$ cat config.mk
export PLATFORM = sky130hd
export DESIGN_NAME = seq_signed_div
export DESIGN_NICKNAME = d
export VERILOG_FILES = /design/src/rtl/seq_signed_div_pkg.sv /design/src/rtl/seq_signed_div_step.sv /design/src/rtl/seq_signed_div.sv
export SDC_FILE = /design/constraint.sdc
export NUM_CORES = 1
export LEC_CHECK = 0
export ABC_AREA = 1
export CORE_AREA = 2 2 104 106
export CTS_CLUSTER_DIAMETER = 60
export DETAILED_ROUTE_END_ITERATION = 10
export DIE_AREA = 0 0 106 108
export PLACE_DENSITY = 0.67
export SYNTH_ARGS = -nofsm -noshare
export SYNTH_HDL_FRONTEND = slang
export SYNTH_HIERARCHICAL = 1
export SYNTH_SLANG_ARGS = --single-unit
$ cat constraint.sdc
create_clock -name clk -period 2.3 [get_ports clk]
set_input_delay 0.46 -clock clk [delete_from_list [all_inputs] [get_ports clk]]
set_output_delay 0.46 -clock clk [all_outputs]
set_load 0.05 [all_outputs]
$ cat src/rtl/seq_signed_div_pkg.sv
// Shared definitions for the sequential signed divider: default width,
// FSM state encoding and the counter-width helper.
package seq_signed_div_pkg;

    localparam int DIV_N = 8;

    typedef enum logic [1:0] {
        ST_IDLE = 2'd0,
        ST_CALC = 2'd1,
        ST_FIN  = 2'd2
    } state_t;

    function automatic int cnt_width(input int n);
        return (n > 1) ? $clog2(n) : 1;
    endfunction

endpackage

$ cat src/rtl/seq_signed_div_step.sv
// One radix-2 restoring division step on unsigned magnitudes:
// shift the next dividend bit into the partial remainder and subtract the divisor if it fits.
module seq_signed_div_step #(
    parameter int N = 8
) (
    input  logic [N:0] rem,
    input  logic       dbit,
    input  logic [N:0] div,
    output logic [N:0] rem_nxt,
    output logic       qbit
);

    localparam int RW = N + 1;

    // One extra bit so the shifted remainder can never wrap before the compare.
    logic [N+1:0] shifted;

    always_comb begin
        shifted = {rem, dbit};
        qbit    = (shifted >= {1'b0, div});
        rem_nxt = qbit ? RW'(shifted - {1'b0, div}) : shifted[N:0];
    end

endmodule

$ cat src/rtl/seq_signed_div.sv
// Sequential signed divider P(2N) / B(N) -> Q(N), R(N) with START/BUSY/DONE handshake.
// Define DIV_OVF_DETECT_EN to enable the quotient range pre-check and early finish.
module seq_signed_div
    import seq_signed_div_pkg::*;
#(
    parameter int N = DIV_N
) (
    input  logic           clk,
    input  logic           rst,
    input  logic           start,
    input  logic [2*N-1:0] p,
    input  logic [N-1:0]   b,
    output logic           busy,
    output logic           done,
    output logic [N-1:0]   q,
    output logic [N-1:0]   r,
    output logic           ovf
);

    localparam int CNT_W = cnt_width(N);
    localparam logic [CNT_W-1:0] CNT_LAST = CNT_W'(N - 1);
    localparam logic [N-1:0] Q_MAX = {1'b0, {(N-1){1'b1}}};
    localparam logic [N-1:0] Q_MIN = {1'b1, {(N-1){1'b0}}};

    state_t state_reg, state_next;

    logic [CNT_W-1:0] cnt_reg;
    logic [N:0]       rem_reg;
    logic [N-1:0]     lo_reg;
    logic [N:0]       div_reg;
    logic [N-1:0]     plo_reg;
    logic             sp_reg, sq_reg, bz_reg, rng_ovf_reg;
    logic             busy_reg, done_reg, ovf_reg;
    logic [N-1:0]     q_reg, r_reg;

    logic [2*N-1:0]   p_mag;
    logic [N:0]       b_ext, b_mag;
    logic             b_zero, pre_ovf;
    logic [N:0]       rem_nxt;
    logic             qbit;

`ifdef DIV_OVF_DETECT_EN
    logic [2*N:0]     lim_pos, lim_neg;
`endif

    // Magnitudes: a 2N-bit unsigned |P| already covers -2^(2N-1).
    always_comb begin
        p_mag   = p[2*N-1] ? (~p + 1'b1) : p;
        b_ext   = {b[N-1], b};
        b_mag   = b[N-1] ? (~b_ext + 1'b1) : b_ext;
        b_zero  = (b == '0);
        pre_ovf = 1'b0;
`ifdef DIV_OVF_DETECT_EN
        // |q| > 2^(N-1)-1 (positive) or |q| > 2^(N-1) (negative), without dividing.
        lim_pos = {1'b0, b_mag, {(N-1){1'b0}}};
        lim_neg = lim_pos + {{N{1'b0}}, b_mag};
        pre_ovf = b_zero ||
                  ((p[2*N-1] ^ b[N-1]) ? ({1'b0, p_mag} >= lim_neg)
                                       : ({1'b0, p_mag} >= lim_pos));
`endif
    end

    seq_signed_div_step #(.N(N)) u_step (
        .rem     (rem_reg),
        .dbit    (lo_reg[N-1]),
        .div     (div_reg),
        .rem_nxt (rem_nxt),
        .qbit    (qbit)
    );

    always_ff @(posedge clk or posedge rst) begin
        if (rst) begin
            state_reg <= ST_IDLE;
        end else begin
            state_reg <= state_next;
        end
    end

    always_comb begin
        state_next = state_reg;
        case (state_reg)
            ST_IDLE: if (start) state_next = pre_ovf ? ST_FIN : ST_CALC;
            ST_CALC: if (cnt_reg == CNT_LAST) state_next = ST_FIN;
            ST_FIN:  state_next = ST_IDLE;
            default: state_next = ST_IDLE;
        endcase
    end

    always_ff @(posedge clk or posedge rst) begin
        if (rst) begin
            cnt_reg     <= '0;
            rem_reg     <= '0;
            lo_reg      <= '0;
            div_reg     <= '0;
            plo_reg     <= '0;
            sp_reg      <= 1'b0;
            sq_reg      <= 1'b0;
            bz_reg      <= 1'b0;
            rng_ovf_reg <= 1'b0;
            busy_reg    <= 1'b0;
            done_reg    <= 1'b0;
            ovf_reg     <= 1'b0;
            q_reg       <= '0;
            r_reg       <= '0;
        end else begin
            done_reg <= 1'b0;
            case (state_reg)
                ST_IDLE: begin
                    if (start) begin
                        // Upper half of |P| preloads the partial remainder;
                        // the lower half shifts out while quotient bits shift in.
                        rem_reg     <= {1'b0, p_mag[2*N-1:N]};
                        lo_reg      <= p_mag[N-1:0];
                        div_reg     <= b_mag;
                        plo_reg     <= p[N-1:0];
                        sp_reg      <= p[2*N-1];
                        sq_reg      <= p[2*N-1] ^ b[N-1];
                        bz_reg      <= b_zero;
                        rng_ovf_reg <= pre_ovf;
                        cnt_reg     <= '0;
                        busy_reg    <= 1'b1;
                    end
                end
                ST_CALC: begin
                    rem_reg <= rem_nxt;
                    lo_reg  <= {lo_reg[N-2:0], qbit};
                    cnt_reg <= (cnt_reg == CNT_LAST) ? '0 : cnt_reg + 1'b1;
                end
                ST_FIN: begin
                    busy_reg <= 1'b0;
                    done_reg <= 1'b1;
                    ovf_reg  <= bz_reg | rng_ovf_reg;
                    if (bz_reg) begin
                        q_reg <= '1;
                        r_reg <= plo_reg;
                    end else if (rng_ovf_reg) begin
                        q_reg <= sq_reg ? Q_MIN : Q_MAX;
                        r_reg <= '0;
                    end else begin
                        q_reg <= sq_reg ? (~lo_reg + 1'b1) : lo_reg;
                        r_reg <= sp_reg ? (~rem_reg[N-1:0] + 1'b1) : rem_reg[N-1:0];
                    end
                end
                default: ;
            endcase
        end
    end

    assign busy = busy_reg;
    assign done = done_reg;
    assign q    = q_reg;
    assign r    = r_reg;
    assign ovf  = ovf_reg;

endmodule

; After elaboration in Yosys (flattened, before gate mapping)
; Cells that the tools add are included.
[word_totals]
reg_bits = 61
latch_bits = 0
ram_bits = 0
romBits = 0
in_bits = 27
output_inout_bits = 19
elab_cells = 59
memories = 0
[classes]
n_addsub = 6
mul = 0
div = 0
order_cmp = 1
eq_ne = 5
n_shift = 0
n_mux = 20
bitwise = 5
n_reduce_logical = 8
[op_table]
columns = operator, n
row1 = $mux 8, 5
row2 = $mux 9, 3
row3 = $pmux 9 s2, 1
row4 = $add 16x1->16 const B, 1
row5 = $add 8x1->8 const B, 2
row6 = $mux 16, 1
row7 = $not 16->16, 1
row8 = $not 8->8, 2
row9 = $pmux 8 s2, 1
row10 = $ge 10x9->1, 1
row11 = $add 9x1->9 const B, 1
row12 = $not 9->9, 1
row13 = $sub 9x9->9, 1
row14 = $logic_not 8->1, 1
row15 = $reduce_and 2->1, 4
row16 = $mux 3, 2
row17 = $pmux 3 s2, 1
row18 = $mux 2, 2
row19 = $ne 2x2->1 const B, 2
row20 = $pmux 2 s2, 1
row21 = $reduce_bool 2->1, 2
row22 = $add 3x1->3 const B, 1
row23 = $eq 3x3->1 const B, 1
row24 = $eq 2x1->1 const B, 1
row25 = 5 further kinds, 6

; Logic depth before layout (Yosys ltp)
; Gate-level depths: netlist (run 1).
[logic_depth]
ltp_word = 5
ltp_mapped = 13
ltp_nobuf = 13

; By module
; The synthesis (run 1) kept the hierarchy.
[modules_own_cells]
columns = mod, n_inst, cells_per_inst, area_per_inst_um2, seq_area_each_um2
row1 = seq_signed_div, 1, 424, 3370.7, 1526.5
row2 = seq_signed_div_step, 1, 126, 661.9, 0.0

; Worst setup path before layout (run 1)
; OpenSTA, ideal clock, no wires.
[synth_path]
path_type = reg-to-reg
startpoint = register lo_reg[7]
endpoint = register rem_reg[7]
arrival_time_ps = 1785
required_ps = 2171
slack_ps = 386
path_stages_with_launch = 13
synth_period_minus_slack_ps = 1914
path_cell_list = dfrtp_1 inv_1 ha_1 inv_1 fa_1 nand4_1 nand2_2 nand2_4 nand2_4 nand2_1 nand2_1 a22oi_1 o31ai_1
[synth_via]
elab_chain_cells = 3
[synth_rtl]
columns = item, line
row1 = start: declaration, seq_signed_div.sv:29  ; logic [N-1:0] lo_reg;
row2 = start signal: assignment, seq_signed_div.sv:113  ; lo_reg <= p_mag[N-1:0];
row3 = start signal: assignment, seq_signed_div.sv:126  ; lo_reg <= {lo_reg[N-2:0], qbit};
row4 = $ge 10x9->1, seq_signed_div_step.sv:20  ; qbit = (shifted >= {1'b0, div});
row5 = named net qbit, seq_signed_div.sv:40  ; logic qbit;
row6 = $mux 9, seq_signed_div_step.sv:21  ; rem_nxt = qbit ? RW'(shifted - {1'b0, div}) : shifted[N:0];
row7 = named net rem_nxt[7], seq_signed_div.sv:39  ; logic [N:0] rem_nxt;
row8 = $pmux 9 s2, seq_signed_div.sv:107  ; case (state_reg)
row9 = end signal: assignment, seq_signed_div.sv:112  ; rem_reg <= {1'b0, p_mag[2*N-1:N]};
row10 = end signal: assignment, seq_signed_div.sv:125  ; rem_reg <= rem_nxt;
row11 = end: declaration, seq_signed_div.sv:28  ; logic [N:0] rem_reg;
; The timed path passes the listed nets, and every way through them passes these cells.
; A chain may end at the register's enable or synchronous reset.

; Worst setup path in the final report (run 1)
[layout_path]
startpoint = register lo_reg[7]
endpoint = register rem_reg[5]
; The elaborated chain is that of the path after synthesis.

==> impl_results.md, run 1 <==
- Run status: finished, final reports clean
- Diodes inserted: 0
- Width of the die: 106 um
- Vias in the first global route: 3,636
- Initial Util: 39.42%
- Post-route minimum period: 2124 ps
- Number of max-slew violations in the final report: 0
- Power density of the placed cells: 1485 mW/mm^2
- Startpoint of the most critical register-to-register path: lo_reg[7]$_DFFE_PP0P_
- Post-DRT Antenna Nets: 0
- Post-route clock period utilization: 92.33%
- Latest clock arrival within the worst-skew pair: roughly 360 ps
- Area enclosed by the die boundary: 0.01145 sq mm
- Max-Cap Viols: 0
- Number of synthesized register bits: 61
- Global placement routability congestion: around 0.88
- Aggregate negative setup slack: 0 ps
- Final Setup Violations: 0
- Transition time of the tightest slew-check pin: 508.6 ps
- Largest fanout of any net on the critical path: 10
- Avg WL per Cell: 13.84 um
- Most frequent cell after synthesis: nand2_1
- DP HPWL: about 8000 um
- Number of CTS-inserted buffers: 9
- Boundary Pins: 46
- Data arrival time at the worst-slack endpoint: 2350 ps
- Number of buffers on the longest clock path: 2
- Clock tree from TritonCTS: yes
- Slew margin rel.: 65.99%
- Clock tree root buffer cell: clkbuf_8
- Number of nets produced by synthesis: 593
- Setup CP Type: reg2reg
- Top-area cell type share of the netlist area: a little under two fifths
- VDD IR max: 498.8 uV
- Gate count of the mapped netlist: 550
- Number of remaining DRC errors: 0
- Final Hold Vio Count: 0
- RSZ-0062 raised after global routing: no
- Layout cell share with drive strength beyond 1: 9.272%
- Initial detailed-routing violation count: 221
- Critical path data required time: around 2500 ps
- Portion of the post-synthesis area used by sequential elements: 37.85%
- Number of levels the H-tree was split into: 3
- Die H: 108 um
- R2R depth: 12
- Row Count: 37
- Proportion of synthesized flip-flops having asynchronous set or reset: 100.0%
- Leading area contributor after synthesis: dfrtp_1
- Number of synthesis warnings: 6
- Synth Flop Type: dfrtp_1
- Global-route usage over all layers: 19.54%
- Fillcell total: roughly 1,000
- Post-CTS setup buffer count: 0
- Pin count of the biggest net entering global routing: 62
- Clock-pin slew of the registers on the worst-case setup and hold paths: 80 ps
- Number of I/O port buffers: 45
- Classification of the worst-slack hold path: in2async
- Total via count after detailed routing: 3,723
- Netlist cell types: 46
- Count of flip-flops with a built-in enable after synthesis: 0
- Cell types with the highest counts after synthesis: nand2_1 (157), inv_1 (71), nand3_1 (65), dfrtp_1 (61), nor2_1 (45)
- Maximum clock frequency: 470.9 MHz
- Final net count: ~640
- Critical path launch point: lo_reg[7]$_DFFE_PP0P_
- Pre-Repair DR Iteration Count: 4
- Total of hold buffers inserted after clock tree synthesis: 0
- Worst reg-to-reg setup slack: 180 ps
- Sum of overflow across all layers after global routing: 0
- Layout area overhead: 19.83%
- Critical path startpoint category: flip-flop
- Sort of element at the end of the critical path: flip-flop
- Cell types with the largest area share after synthesis: dfrtp_1 (38%), nand2_1 (15%), nand3_1 (8.1%)
- Overall routed net length: just over 10,000 um
- Routed via count divided by cell count: 5.031
- Mapped cell area: 0.004033 sq mm
- Global-route wire length before repair: about 18,000 um
- Max Clock Skew: ~16 ps
- Clock sink count: 61
- Static leakage: 2.338 nW
- Worst Setup Slack post-DPL: 205.9 ps
- Area inside the core boundary: 0.01023 sq mm
- Number of antenna violations at the first check in global routing: 0
- Synthesized area per cell: roughly 7.3 sq um
- Post-route setup slack: 176.5 ps
## report_power, final
part / internal (mW) / switching, mW / leakage, nW
combinational: 1.61 / 2.69 / 1.52
clock: 0.453 / 0.461 / 0.0888
sequential: 1.55 / 0.414 / 0.727
## path summary, 6_finish.rpt
path / end
min in group clk: busy$_DFFE_PP0P_
max in group asynchronous: rem_reg[3]$_DFFE_PP0P_
min: q[1]$_DFFE_PP0P_
min reg2reg: busy$_DFFE_PP0P_
max reg2reg: rem_reg[5]$_DFFE_PP0P_
max: rem_reg[5]$_DFFE_PP0P_
## final cells by class
| cell class | instances | area (sq um) | share of cell area [%] |
|---|---|---|---|
| clock buffer | 12 | 155.1 | 3.211 |
| clock inverter | 4 | 32.53 | 0.6732 |
| inverter | 79 | 304.0 | 6.292 |
| multi-input combinational | 393 | 2105 | 43.55 |
| sequential | 61 | 1528 | 31.62 |
| tap | 136 | 170.2 | 3.521 |
| timing repair buffer | 55 | 538.0 | 11.13 |
## routing by layer
metal  track usage [%]  wire length [um]
met1             27.28              4988
met5                 0                 0
met4             7.801               219
met2             30.65              4563
met3             2.954               470
## stage by stage
step | hold WS, ps | std cells | util [%] | area [sq um] | total power [mW]
5_1_grt | 487.7 | 740 | 47.23 | 4832 | 7.841
3_3_place_gp | 462.8 | 724 | 45.38 | 4643 | 6.199
3_5_place_dp | 462.8 | 724 | 45.38 | 4643 | 6.252
6_report | 477.2 | 740 | 47.23 | 4832 | 7.178
4_1_cts | 481.9 | 740 | 47.22 | 4831 | 7.199
2_1_floorplan | 448.8 | 550 | - | 4033 | 5.149
## cell usage in the layout, fill, tap and decap left out, types with 3 or more instances in the layout
cell               n
clkinv_4           3
o21ai_0           24
nand2_1          157
o22ai_1            4
clkbuf_8          11
a22oi_1            5
inv_2              6
dfrtp_1           60
inv_1             70
a22o_1             3
ha_1              15
clkdlybuf4s50_1   45
a21oi_1           14
a22oi_2            6
o211ai_1           7
nor2_1            45
nand4_1            6
a31oi_1            3
nand2_2            3
buf_4              9
nand3_1           65
xor2_1            10
## worst max-delay path, stage by stage (launching register included)
cell	delay [ps]
dfrtp_1	410
inv_1	70
ha_1	130
inv_1	70
fa_1	420
nand4_1	150
nand2_2	90
nand2_4	130
nand2_4	100
nand2_1	80
nand2_1	50
a22oi_1	180
nand3_1	110
## what timing repair did
item,in CTS,in global routing
gates resized for setup,0,1
endpoints found under the setup margin,0,1
hold endpoints to repair,0,0
## cell families (layout without fill, tap and decap cells)
family / count (synthesis) / in the layout / synth area share (%)
AO/OA/AOI/OAI: 79 / 79 / 13.40
XOR/XNOR: 11 / 11 / 2.389
AND/OR/NAND/NOR: 287 / 287 / 31.24
flip-flops: 61 / 61 / 37.85
adder cells (fa/ha/maj): 16 / 16 / 5.151
buffers and inverters: 96 / 150 / 9.960
No activity file was read; power rests on OpenSTA's default activity.
==> run 2, diff against run 1 <==
- CAP_MARGIN: not set -> 20
- CELL_PAD_IN_SITES_DETAIL_PLACEMENT: not set -> 0
- CELL_PAD_IN_SITES_GLOBAL_PLACEMENT: not set -> 2
- CORE_AREA: 2 2 104 106 -> 2 2 116 118
- DIE_AREA: 0 0 106 108 -> 0 0 118 120
- PLACE_DENSITY: 0.67 -> 0.86
==> run 2 against run 1 <==
Cell area grew 4.3%; power grew 7.4%; maximum frequency grew 2.9%; register-to-register slack gained 60 ps; final cell count grew 6.2%; sequential cell count is the same; count of clock-buffer cells in the layout shrank 3; critical endpoint is now rem_reg[7]$_DFFE_PP0P_; utilization shrank 8.4 points; die area grew 24%; clock power grew 48%; setup slack gained 61 ps.
==> impl_results.md, run 2 (same netlist as run 1, synthesis figures left out) <==
- Post-route minimum period: 2063 ps (-60.67 ps)
- Number of I/O port buffers: 45 (unchanged)
- Power density of the placed cells: 1529 mW/mm^2 (+3.0%)
- Net switching power figure: 3.639 mW (+2.2%)
- Number of remaining DRC errors: 0 (unchanged)
- Pre-Repair DR Iteration Count: 4 (unchanged)
- Overall routed net length: 10,820 um (+5.7%)
- Final net count: 648 (+0.93%)
- Final Hold Vio Count: 0 (unchanged)
- Global-route usage over all layers: 16.45% (-3.1 points)
- Sort of element at the end of the critical path: flip-flop
- Layout area overhead: 25.01%
- Routed via count divided by cell count: 4.702 (-6.5%)
- Width of the die: 118 um (+11%)
- Transition time of the tightest slew-check pin: 556.8 ps (+48.20 ps)
- Placed Area: 0.004723 sq mm (+1.7%)
- Area inside the core boundary: 0.01298 sq mm (+27%)
- Number of levels the H-tree was split into: 3 (unchanged)
- Number of CTS-inserted buffers: 9 (unchanged)
- Final Setup Violations: 0 (unchanged)
- Max Clock Skew: 8.137 ps (-8.047 ps)
- Avg WL per Cell: 13.77 um (-0.52%)
- Commonest non-fill, non-tap cells in the layout: nand2_1 (157), inv_1 (70), nand3_1 (65)
- Die H: 120 um (+11%)
- Number of buffers on the longest clock path: 2 (unchanged)
- Post-route setup slack: 237.2 ps (+60.67 ps)
- Layout cell share with drive strength beyond 1: 10.49% (+1.2 points)
- Sw frac: 47.20% (-2.4 points)
- Critical path startpoint category: flip-flop
- Internal Pwr Total: 4.070 mW (+13%)
- Diodes inserted: 0 (unchanged)
- DP HPWL: 8595 um (+9.7%)
- Number of max-slew violations in the final report: 0 (unchanged)
- Post-route design area: 0.005041 sq mm (+4.3%)
- Post-DRT Antenna Nets: 0 (unchanged)
- Classification of the worst-slack hold path: reg2reg
- RSZ-0062 raised after global routing: no
- Clock tree root buffer cell: clkbuf_16
- Global-route wire length before repair: 18,370 um (+4.1%)
- Setup CP Type: reg2reg
- Boundary Pins: 46 (unchanged)
- Pin count of the biggest net entering global routing: 29 (-53%)
- Clock sink count: 61 (unchanged)
- Area enclosed by the die boundary: 0.01416 sq mm (+24%)
- Aggregate negative setup slack: 0 ps (unchanged)
- Slew margin rel.: 62.83% (-3.2 points)
- Vias in the first global route: 3,446 (-5.2%)
- Critical path data required time: 2500 ps (-30 ps)
- Total via count after detailed routing: 3,696 (-0.73%)
- Power share of the sequential group: 25.5% (-1.9 points)
- Clock-pin slew of the registers on the worst-case setup and hold paths: 60 ps (-20 ps)
- Global placement routability congestion: 0.8520 (-2.8%)
- Number of antenna violations at the first check in global routing: 0 (unchanged)
- Clock tree from TritonCTS: yes
- Static leakage: 2.420 nW (+3.5%)
- Combinational share of power: 57.1% (-2.8 points)
- Worst Setup Slack post-DPL: 191.9 ps (-14.00 ps)
- Run status: finished, final reports clean
- Largest fanout of any net on the critical path: 10 (unchanged)
- Row Count: 42 (+14%)
- Initial detailed-routing violation count: 172 (-22%)
- Sum of overflow across all layers after global routing: 0 (unchanged)
- Post-route clock period utilization: 89.69% (-2.6 points)
- Data arrival time at the worst-slack endpoint: 2260 ps (-90 ps)
- Latest clock arrival within the worst-skew pair: 330 ps (-30 ps)
- Clock group share of total power: 17.5% (+4.8 points)
- Most common cell after layout, fill and taps aside: nand2_1
- Fillcell total: 1,378 (+35%)
- Maximum clock frequency: 484.8 MHz (+2.9%)
- Initial Util: 31.07% (-8.3 points)
- Max-Cap Viols: 0 (unchanged)
- VDD IR max: 450.3 uV (-9.7%)
==> run 2: changes by cell type in the layout (fill, tap and decap cells not counted), sizes merged <==
cell,delta
inv,+2
clkbuf,-3
buf,+6
bufinv,+1
==> run 2: power groups by stage <==
| stage | sequential (mW) | clock, mW | combinational, mW |
|---|---|---|---|
| after CTS | 1.96 | 1.38 | 4.36 |
| final | 1.96 | 1.35 | 4.40 |
| after global placement | 1.97 | 0 | 4.35 |
| after global routing | 2.03 | 1.45 | 4.98 |
| after floorplan | 2.32 | 0 | 2.83 |
| after detailed placement | 1.98 | 0 | 4.34 |
==> run 2: path summary, 6_finish.rpt <==
kind | from | to | slack (ps) | depth (start not counted)
max | lo_reg[7]$_DFFE_PP0P_ | rem_reg[7]$_DFFE_PP0P_ | 240 | 12
min | ovf$_DFFE_PP0P_ | ovf$_DFFE_PP0P_ | 470 | 2
min reg2reg | ovf$_DFFE_PP0P_ | ovf$_DFFE_PP0P_ | 470 | 2
max reg2reg | lo_reg[7]$_DFFE_PP0P_ | rem_reg[7]$_DFFE_PP0P_ | 240 | 12
max in group asynchronous | rst | plo_reg[2]$_DFFE_PP0P_ | 1220 | 3
min in group asynchronous | rst | r[3]$_DFFE_PP0P_ | 510 | 2
==> run 2: through the flow <==
step                      instances  power, mW  hold slack [ps]  util, %
after floorplan                 550      5.149            448.8        -
after global placement          768      6.314            459.9    36.39
after detailed placement        768      6.322            464.4    36.39
after CTS                       784      7.704            479.4    38.68
after global routing            786      8.451            496.2    38.84
final                           786      7.709            471.3    38.84
==> run 2: cell type report <==
| class | instances | area (sq um) | area share [%] |
|---|---|---|---|
| Timing Repair Buffer | 61 | 583.1 | 11.57 |
| Inverter | 79 | 304.0 | 6.031 |
| Multi-Input combinational cell | 393 | 2110 | 41.85 |
| Sequential cell | 61 | 1526 | 30.28 |
| Clock buffer | 9 | 225.2 | 4.468 |
| Clock inverter | 7 | 72.57 | 1.440 |
| Tap cell | 176 | 220.2 | 4.368 |
==> run 2: per-layer routing <==
| metal | track usage, % | part of all wire (%) |
|---|---|---|
| met5 | 0 | 0 |
| met3 | 2.852 | 5.1 |
| met2 | 24.13 | 42 |
| met4 | 5.045 | 1.1 |
| met1 | 24.53 | 51 |
==> run 2: repair_timing <==
item / 4_1_cts / 5_1_grt
buffers inserted: 0 / 2
hold buffers: 0 / 0
resized for setup: 0 / 2
setup endpoints to repair: 0 / 1
==> run 2: worst max-delay path, cell delays in order (launching register included) <==
cell and delay, ps:
dfrtp_1 410, inv_1 70, ha_1 130, inv_1 70, fa_2 370, nand4_1 150
nand2_2 90, nand2_4 130, nand2_4 100, nand2_1 90, nand2_1 50, a22oi_1 180
o31ai_1 100
==> run 3, diff against run 2 <==
- clock period: 2.3 -> 2.2 ns (I/O delays scaled with it)
==> run 3 against run 2 <==
Maximum frequency up 1.5%; via count increased by 0.24%; sequential power rose by 4%; die area is the same; register-to-register slack got worse by 70 ps; global-route usage rose by 0.24 points; largest cell class unchanged; largest power group unchanged.
==> impl_results.md, run 3 (same netlist as run 1, synthesis figures left out) <==
- Post-route minimum period: 2032 ps (-31.20 ps)
- Transition time of the tightest slew-check pin: 501.2 ps (-55.63 ps)
- Max Clock Skew: 6.133 ps (-2.004 ps)
- Sort of element at the end of the critical path: flip-flop
- Pin count of the biggest net entering global routing: 36 (+24%)
- Combinational share of power: 58.1% (+1.0 points)
- Static leakage: 2.439 nW (+0.79%)
- Row Count: 42 (unchanged)
- RSZ-0062 raised after global routing: no
- Power density of the placed cells: 1590 mW/mm^2 (+3.9%)
- Routed via count divided by cell count: 4.684 (-0.39%)
- Number of remaining DRC errors: 0 (unchanged)
- Slew margin rel.: 66.48% (+3.7 points)
- Largest fanout of any net on the critical path: 8 (-2)
- Width of the die: 118 um (unchanged)
- Number of max-slew violations in the final report: 0 (unchanged)
- VDD IR max: 450.3 uV (about the same)
- Number of I/O port buffers: 45 (unchanged)
- Aggregate negative setup slack: 0 ps (unchanged)
- DP HPWL: 8615 um (+0.23%)
- Internal Pwr Total: 4.239 mW (+4.2%)
- Clock tree root buffer cell: clkbuf_16
- Power share of the sequential group: 25.2% (-0.3 points)
- Pre-Repair DR Iteration Count: 5 (+1)
- Die H: 120 um (unchanged)
- Classification of the worst-slack hold path: in2async
- Total of hold buffers inserted after clock tree synthesis: 0 (unchanged)
- Net switching power figure: 3.815 mW (+4.8%)
- Overall routed net length: 11,000 um (+1.7%)
- Latest clock arrival within the worst-skew pair: 330 ps (about the same)
- Maximum clock frequency: 492.2 MHz (+1.5%)
- Max-Cap Viols: 0 (unchanged)
- Final net count: 653 (+0.77%)
- Commonest non-fill, non-tap cells in the layout: nand2_1 (157), inv_1 (70), nand3_1 (65)
- Layout area overhead: 25.66%
- Number of CTS-inserted buffers: 9 (unchanged)
- Vias in the first global route: 3,631 (+5.4%)
- Number of antenna violations at the first check in global routing: 0 (unchanged)
- Startpoint of the most critical register-to-register path: rem_reg[1]$_DFFE_PP0P_
- Total via count after detailed routing: 3,705 (+0.24%)
- Layout cell share with drive strength beyond 1: 11.22% (+0.73 points)
- Run status: finished, final reports clean
- Final Hold Vio Count: 0 (unchanged)
- Clock-pin slew of the registers on the worst-case setup and hold paths: 60 ps (about the same)
- Worst slack on hold paths: 457.4 ps (-13.95 ps)
- R2R depth: 9 (-3)
- Worst reg-to-reg setup slack: 170 ps (-70 ps)
- Fillcell total: 1,375 (-0.22%)
- Final Setup Violations: 0 (unchanged)
- Number of buffers on the longest clock path: 2 (unchanged)
- Area inside the core boundary: 0.01298 sq mm (unchanged)
- Critical path data required time: 2410 ps (-90 ps)
- Sum of overflow across all layers after global routing: 0 (unchanged)
- Boundary Pins: 46 (unchanged)
- Critical path launch point: rem_reg[1]$_DFFE_PP0P_
- Global-route usage over all layers: 16.69% (+0.24 points)
- Number of levels the H-tree was split into: 3 (unchanged)
- Data arrival time at the worst-slack endpoint: 2240 ps (-20 ps)
- Initial detailed-routing violation count: 201 (+17%)
- Sw frac: 47.37% (+0.16 points)
- Area enclosed by the die boundary: 0.01416 sq mm (unchanged)
- Worst setup path endpoint: rem_reg[2]$_DFFE_PP0P_
- Avg WL per Cell: 13.91 um (+1.0%)
- Clock tree from TritonCTS: yes
- Diodes inserted: 0 (unchanged)
- Clock group share of total power: 16.7% (-0.8 points)
- Post-DRT Antenna Nets: 0 (unchanged)
- Critical path startpoint category: flip-flop
- Global placement routability congestion: 0.8452 (-0.80%)
- Initial Util: 31.07% (unchanged)
- Clock sink count: 61 (unchanged)
- Worst reg2reg path endpoint: rem_reg[2]$_DFFE_PP0P_
- Setup CP Type: reg2reg
- Most common cell after layout, fill and taps aside: nand2_1
- Global-route wire length before repair: 18,730 um (+1.9%)
- Post-route clock period utilization: 92.35% (+2.7 points)
[run 3: changes by cell type in the layout (fill, tap and decap cells not counted), sizes merged]
cell / previous run / this run
buf: 16 / 21
bufinv: 1 / 0
clkbuf: 9 / 11
inv: 79 / 78
[run 3: area by class of cell]
class                      count  area, sq um  area share (%)
clock inverter                 5        33.78          0.6667
clock buffer                  11        252.7           4.988
tap                          176        220.2           4.346
multi-input combinational    393         2110           41.63
sequential                    61         1526           30.12
inverter                      79        304.0           6.000
timing repair buffer          66        620.6           12.25
[run 3: per-stage QoR]
stage               std cells  worst slack, ps  utilization (%)  cell area, sq um  total power [mW]
floorplan                 550            247.0                -              4033             5.384
global placement          771            149.3            36.56              4746             6.623
finish                    791            168.4            39.04              5067             8.055
CTS                       787            104.3            38.77              5032             8.035
detailed placement        771            101.4            36.56              4746             6.637
global route              791            10.47            39.04              5067             8.821
[run 3: per-layer routing]
metal	routed length [um]	global-route usage (%)
met4	103	4.142
met3	495	2.994
met2	4751	25.44
met1	5650	24.43
met5	0	0
[run 3: worst min path at each step]
stage / to / slack [ps] / cells past startpoint
CTS: r[7]$_DFFE_PP0P_ / 470 / 2
global route: r[7]$_DFFE_PP0P_ / 500 / 2
floorplan: div_reg[1]$_DFFE_PP0P_ / 450 / 2
detailed placement: ovf$_DFFE_PP0P_ / 460 / 2
finish: r[7]$_DFFE_PP0P_ / 460 / 2
global placement: ovf$_DFFE_PP0P_ / 460 / 2
[run 3: worst max-delay path, stage by stage, from the launching register on]
cell and delay [ps]:
dfrtp_1 450, ha_1 460, nand3_1 130, nor2_1 210
a21oi_4 120, buf_4 160, nand3_1 70, nand2_1 60
a22oi_2 170, nand2_1 70
[run 3: power groups by stage]
stage | logic, mW | registers (mW) | clock network, mW
after CTS | 4.61 | 2.03 | 1.39
after detailed placement | 4.59 | 2.05 | 0
after global routing | 5.27 | 2.10 | 1.45
final | 4.68 | 2.03 | 1.35
after floorplan | 2.95 | 2.43 | 0
after global placement | 4.59 | 2.03 | 0
[run 3: repair_timing]
action,4_1_cts,5_1_grt
buffers inserted,0,4
resized for setup,0,2
setup endpoints to repair,0,7
